<file path="src/rtl/enc_pkg.sv">
//==============================================================================
// enc_pkg: shared types, default sizes and popcount helper for event_encoder_8x3
// Revision: 1.0
//==============================================================================
`default_nettype none

package enc_pkg;

    typedef enum logic [0:0] {
        IDLE = 1'b0,
        HOLD = 1'b1
    } state_t;

    localparam int WIDTH_DEF   = 8;
    localparam int CODE_W_DEF  = 3;
    localparam int POP_MAX_W   = 256;

    // Sized for the widest legal request vector; callers zero-extend.
    function automatic logic [8:0] popcount(input logic [POP_MAX_W-1:0] v);
        logic [8:0] n;
        n = '0;
        for (int i = 0; i < POP_MAX_W; i++) begin
            n = n + 9'(v[i]);
        end
        return n;
    endfunction

endpackage

`default_nettype wire

</file>
<file path="src/rtl/onehot_prio_pick.sv">
//==============================================================================
// onehot_prio_pick: combinational find-first-set starting at i_start, wrapping
// Revision: 1.0
//==============================================================================
`default_nettype none

module onehot_prio_pick #(
    parameter int WIDTH  = 8,
    parameter int CODE_W = $clog2(WIDTH)
) (
    input  logic [WIDTH-1:0]  i_vec,
    input  logic [CODE_W-1:0] i_start,
    output logic [CODE_W-1:0] o_idx,
    output logic              o_found
);

    logic [CODE_W-1:0] w_idx;

    // Scan from the far end so the offset nearest i_start is assigned last.
    // Index arithmetic wraps naturally because WIDTH is a power of two.
    always_comb begin
        o_idx   = '0;
        o_found = 1'b0;
        w_idx   = '0;
        for (int k = WIDTH - 1; k >= 0; k--) begin
            w_idx = CODE_W'(k) + i_start;
            if (i_vec[w_idx]) begin
                o_idx   = w_idx;
                o_found = 1'b1;
            end
        end
    end

endmodule

`default_nettype wire

</file>
<file path="src/rtl/event_encoder_8x3.sv">
//==============================================================================
// event_encoder_8x3: latches event requests, emits one index per valid/ready.
// Optional ROUND_ROBIN_EN selects rotating priority instead of lowest-first.
// Revision: 1.0
//==============================================================================
`default_nettype none

module event_encoder_8x3
    import enc_pkg::*;
#(
    parameter int WIDTH  = WIDTH_DEF,
    parameter int CODE_W = $clog2(WIDTH)
) (
    input  logic              clk,
    input  logic              rst_n,
    input  logic [WIDTH-1:0]  req,
    input  logic              out_ready,
    output logic              out_valid,
    output logic [CODE_W-1:0] out_code,
    output logic [CODE_W:0]   pend_cnt,
    output logic              drop
);

    state_t            r_state;
    state_t            w_state_nxt;
    logic [WIDTH-1:0]  r_pend;
    logic [CODE_W-1:0] r_code;
    logic              r_drop;
    logic [CODE_W-1:0] w_start;
    logic [CODE_W-1:0] w_pick;
    logic              w_found;
    logic              w_grant;
    logic [WIDTH-1:0]  w_clr;

`ifdef ROUND_ROBIN_EN
    logic [CODE_W-1:0] r_rr_ptr;

    always_ff @(posedge clk or negedge rst_n) begin
        if (!rst_n) begin
            r_rr_ptr <= '0;
        end else if (w_grant) begin
            r_rr_ptr <= w_pick + CODE_W'(1);
        end
    end

    assign w_start = r_rr_ptr;
`else
    assign w_start = '0;
`endif

    onehot_prio_pick #(
        .WIDTH  (WIDTH),
        .CODE_W (CODE_W)
    ) u_pick (
        .i_vec   (r_pend),
        .i_start (w_start),
        .o_idx   (w_pick),
        .o_found (w_found)
    );

    // The register already has the held code's bit cleared, so searching it
    // directly picks up only other events or a genuine re-request.
    always_comb begin
        w_state_nxt = r_state;
        w_grant     = 1'b0;
        case (r_state)
            IDLE: begin
                if (w_found) begin
                    w_grant     = 1'b1;
                    w_state_nxt = HOLD;
                end
            end
            HOLD: begin
                if (out_ready) begin
                    if (w_found) begin
                        w_grant = 1'b1;
                    end else begin
                        w_state_nxt = IDLE;
                    end
                end
            end
            default: w_state_nxt = IDLE;
        endcase
    end

    assign w_clr = w_grant ? (WIDTH'(1) << w_pick) : '0;

    always_ff @(posedge clk or negedge rst_n) begin
        if (!rst_n) begin
            r_state <= IDLE;
            r_pend  <= '0;
            r_code  <= '0;
            r_drop  <= 1'b0;
        end else begin
            r_state <= w_state_nxt;
            r_pend  <= (r_pend & ~w_clr) | req;
            r_drop  <= |(req & r_pend & ~w_clr);
            if (w_grant) begin
                r_code <= w_pick;
            end
        end
    end

    assign out_valid = (r_state == HOLD);
    assign out_code  = r_code;
    assign drop      = r_drop;
    assign pend_cnt  = (CODE_W + 1)'(popcount(POP_MAX_W'(r_pend)));

endmodule

`default_nettype wire

</file>
<file path="config.mk">
export PLATFORM = sky130hd
export DESIGN_NAME = event_encoder_8x3
export DESIGN_NICKNAME = d
export VERILOG_FILES = /design/src/rtl/enc_pkg.sv /design/src/rtl/onehot_prio_pick.sv /design/src/rtl/event_encoder_8x3.sv
export SDC_FILE = /design/constraint.sdc
export NUM_CORES = 1
export LEC_CHECK = 0
export BUFFER_PORTS_ARGS = -buffer_cell sky130_fd_sc_hd__buf_2
export CAP_MARGIN = 10
export CORE_MARGIN = 4
export CORE_UTILIZATION = 46
export DETAILED_ROUTE_END_ITERATION = 8
export GPL_TIMING_DRIVEN = 0
export PLACE_DENSITY = 0.73
export SLEW_MARGIN = 5
export SYNTH_ARGS = -nofsm -noshare
export SYNTH_HDL_FRONTEND = slang
export SYNTH_SLANG_ARGS = --single-unit
</file>
<file path="constraint.sdc">
create_clock -name clk -period 3.3 [get_ports clk]
set_clock_uncertainty 0.2 [all_clocks]
set_input_delay 0.495 -clock clk [delete_from_list [all_inputs] [get_ports clk]]
set_output_delay 0.495 -clock clk [all_outputs]
set_load 0.02 [all_outputs]
</file>
==> flow_metrics.tcl <==
set metrics [dict create \
    rsz0062_at_grt "true" \
    die_area_mm2 0.00255 \
    fin_crit_sh_pct 117 \
    synthTopCellsByArea "dfrtp_1, fa_1, a21o_1" \
    whs_path_depth 2 \
    ys_types 33 \
    grt_util_all_layers_pct 17.2 \
    p_leak_nw 0.481 \
    htreeDepth 1 \
    wire_per_inst_um 13.9 \
    tightest_slew_ns 0.391 \
    dieWidth_um 50.5 \
    overflow 0 \
    end_kind "output pin" \
    antenna_found_initial 0 \
    diodes 0 \
    synth_top_area_share_pct 39.2 \
    synth_compound_area_share_pct 22.6 \
    hold_viol 0 \
    setup-violations-final 4 \
    finalWorstSetupSlack_ns -0.557 \
    netlist_area_um2 831 \
    start_kind "flop" \
    crit_top_cell "fa_1" \
    cpMaxStageDelayCell "fa_1" \
    syn_to_final_growth_pct 32.5 \
    io_buffers 19 \
    critPathArrivalTime_ns 3.16 \
    syn_inst 81 \
    hold_end "r_pend[0]$_DFF_PN0_" \
    drc_errors 0 \
    outcome "complete, but fails checks" \
    r2r_cells 5 \
    clk_latency_ns 0.27 \
    dp_slack_ns -0.378 \
    whs_ns 0.206 \
    cts.sinks 13 \
    fmax_mhz 259 \
    ant_nets 0 \
    synthSimpleGateAreaFrac_pct 18.4 \
    ys.flop_type "dfrtp_1" \
    gp_congestion 0.789 \
    grt_pass1_vias 750 \
    syn_nets 99 \
    core-area_mm2 0.00173 \
    grt_start_max_net_pins 14 \
    synth-adder-area-share_pct 14.2 \
    drive_above_1_share_pct 38.7 \
    ioPinCount 20 \
    r2r_start "r_pend[0]$_DFF_PN0_" \
    peakVddDrop_mv 0.170 \
    yosysSeqAreaShare_pct 39.2 \
    drt-pass1-iter-count 4 \
    clk_pin_slew_worst_paths_ns 0.08 \
    dp_hpwl_mm 1.33 \
    ys_ff_latch 13 \
    rrSetupSlack_ns 1.41 \
    critPathKind "reg2out" \
    async_flop_share_pct 100 \
    vias 742 \
    cts_tree "done" \
    min_path_type "in2reg" \
    layout.nets 130 \
    synth_top_family_by_area "compound AO/OA/AOI/OAI gates" \
    drtIter0Drc 13 \
    fin_crit_ns 3.86 \
    synth_area_per_cell_um2 10.3 \
    synth.largest_area_cell "dfrtp_1" \
    start_util_pct 48.1 \
    fill_cells 161 \
    cap_viol_max_count 0 \
    reg2reg_to "out_code[1]$_DFFE_PN0P_" \
    violations "setup timing" \
    max_slew_margin_pct 73.2 \
    slowest_delay_ns 0.55 \
    total_power_mw 0.369 \
    viasPerCell 5.46 \
    instances_no_fill 136 \
    setup_tns_ns -1.43 \
    yosysWarnings 0 \
    root_buffer "clkbuf_4" \
    numCtsBuffers 3 \
    synth_edf_count 0 \
    synth.area.mux_share_pct 0 \
    clock_path_buffers 2 \
    required_ns 2.60 \
    power_per_cell_area_mw_per_mm2 335 \
    dp_cells 125 \
    grt_pass1_wl_mm 3.33 \
    routed_wl_mm 1.89 \
    path_max_fanout 2 \
    num_rows 15 \
    synth_xor_area_share_pct 1.05 \
    path_buf_inv 3 \
    path_delay_family "adder cells" \
    fp.dieH_um 50.5 \
    worstPathCellList "fa_1 -> inv_2 -> fa_1 -> fa_1 -> inv_2 -> ha_4 -> fa_2 -> xor2_4 -> buf_6" \
    hold_start "req[0]" \
    drv_slew 0 \
]
metrics by stage:
stage / util (%) / cell area, um2
finish: 63.8 / 1100
global route: 63.8 / 1100
CTS: 62.0 / 1070
detailed placement: 56.9 / 982
global placement: 56.9 / 982
floorplan: - / 856
cell type report:
class                   count  area (um2)  share of cell area [%]
plain buffers               1        5.00                   0.455
clock buffers               4        26.3                    2.39
inverters                   9        33.8                    3.07
multi-input cells          58         504                    45.8
flip-flops and latches     13         329                    29.9
well taps                  25        31.3                    2.84
repair buffers             26         171                    15.6
cells in the mapped netlist (2+ instances only):
library cell,n
a21o_1,6
a21oi_1,3
dfrtp_1,13
fa_1,4
ha_1,3
inv_1,9
nand2_1,3
nand2b_1,4
nand3b_1,2
nand4_1,2
nor2_1,4
nor2b_1,3
o21ai_0,4
or4_4,2
cells in the final DEF (no fill, tap or decap), types with 2 or more instances in the layout:
| cell | count |
|---|---|
| buf_2 | 16 |
| dfrtp_1 | 10 |
| buf_4 | 7 |
| inv_1 | 6 |
| a21o_1 | 6 |
| nand2b_1 | 4 |
| nor2_1 | 4 |
| o21ai_0 | 4 |
| inv_2 | 3 |
| nor2b_1 | 3 |
| nand2_1 | 3 |
| fa_1 | 3 |
| clkbuf_4 | 3 |
| buf_6 | 3 |
| dfrtp_2 | 3 |
| nand4_1 | 2 |
| nand3b_1 | 2 |
| or4_4 | 2 |
| a21oi_1 | 2 |
| ha_1 | 2 |
flip-flops by register name, indices dropped and copies added, names as in the netlist:
register and flops:
r_pend 8, out_code 3, drop 1, out_valid 1
repair_timing:
| action | in CTS | in global routing |
|---|---|---|
| endpoints found under the hold margin | 13 | 0 |
| endpoints found under the setup margin | 4 | 4 |
| buffers inserted | 2 | 4 |
| resized for setup | 14 | 0 |
| hold buffers | 1 | 0 |
| pin swaps | 5 | 4 |
report_power, final:
part | leakage (nW) | total, mW | switching (mW) | internal (mW)
sequential | 0.128 | 0.168 | 0.00366 | 0.164
clock | 0.0150 | 0.0979 | 0.0511 | 0.0468
combinational | 0.338 | 0.103 | 0.0528 | 0.0503
layer usage:
metal	GRT usage (%)	up-vias	routed length [um]
met1	22.3	350	810
met4	8.97	0	61
li1	-	349	-
met2	26.7	34	894
met3	3.86	9	120
met5	0	-	0
kinds of logic after synthesis:
kind of cell	count (synthesis)
buffers and inverters	10
and+or+nand+nor	25
xor gates and xnor gates	1
adders and majority gates	7
DFF	13
AOI/OAI and AO/OA	25
worst max-delay path by stage:
stage / from / to / depth (start not counted)
finish: r_pend[1]$_DFF_PN0_ / pend_cnt[2] / 9
detailed placement: r_pend[0]$_DFF_PN0_ / pend_cnt[2] / 9
CTS: r_pend[1]$_DFF_PN0_ / pend_cnt[2] / 9
global placement: r_pend[0]$_DFF_PN0_ / pend_cnt[2] / 9
floorplan: r_pend[0]$_DFF_PN0_ / pend_cnt[2] / 8
global route: r_pend[3]$_DFF_PN0_ / pend_cnt[2] / 9
worst reg2reg max path: stages, from the launching register on:
cell and delay [ns]:
dfrtp_2 0.43, buf_4 0.17, or4_4 0.54, o21ai_4 0.19, a2111oi_0 0.09, a21o_1 0.16
(Power assumes the default switching activity.)
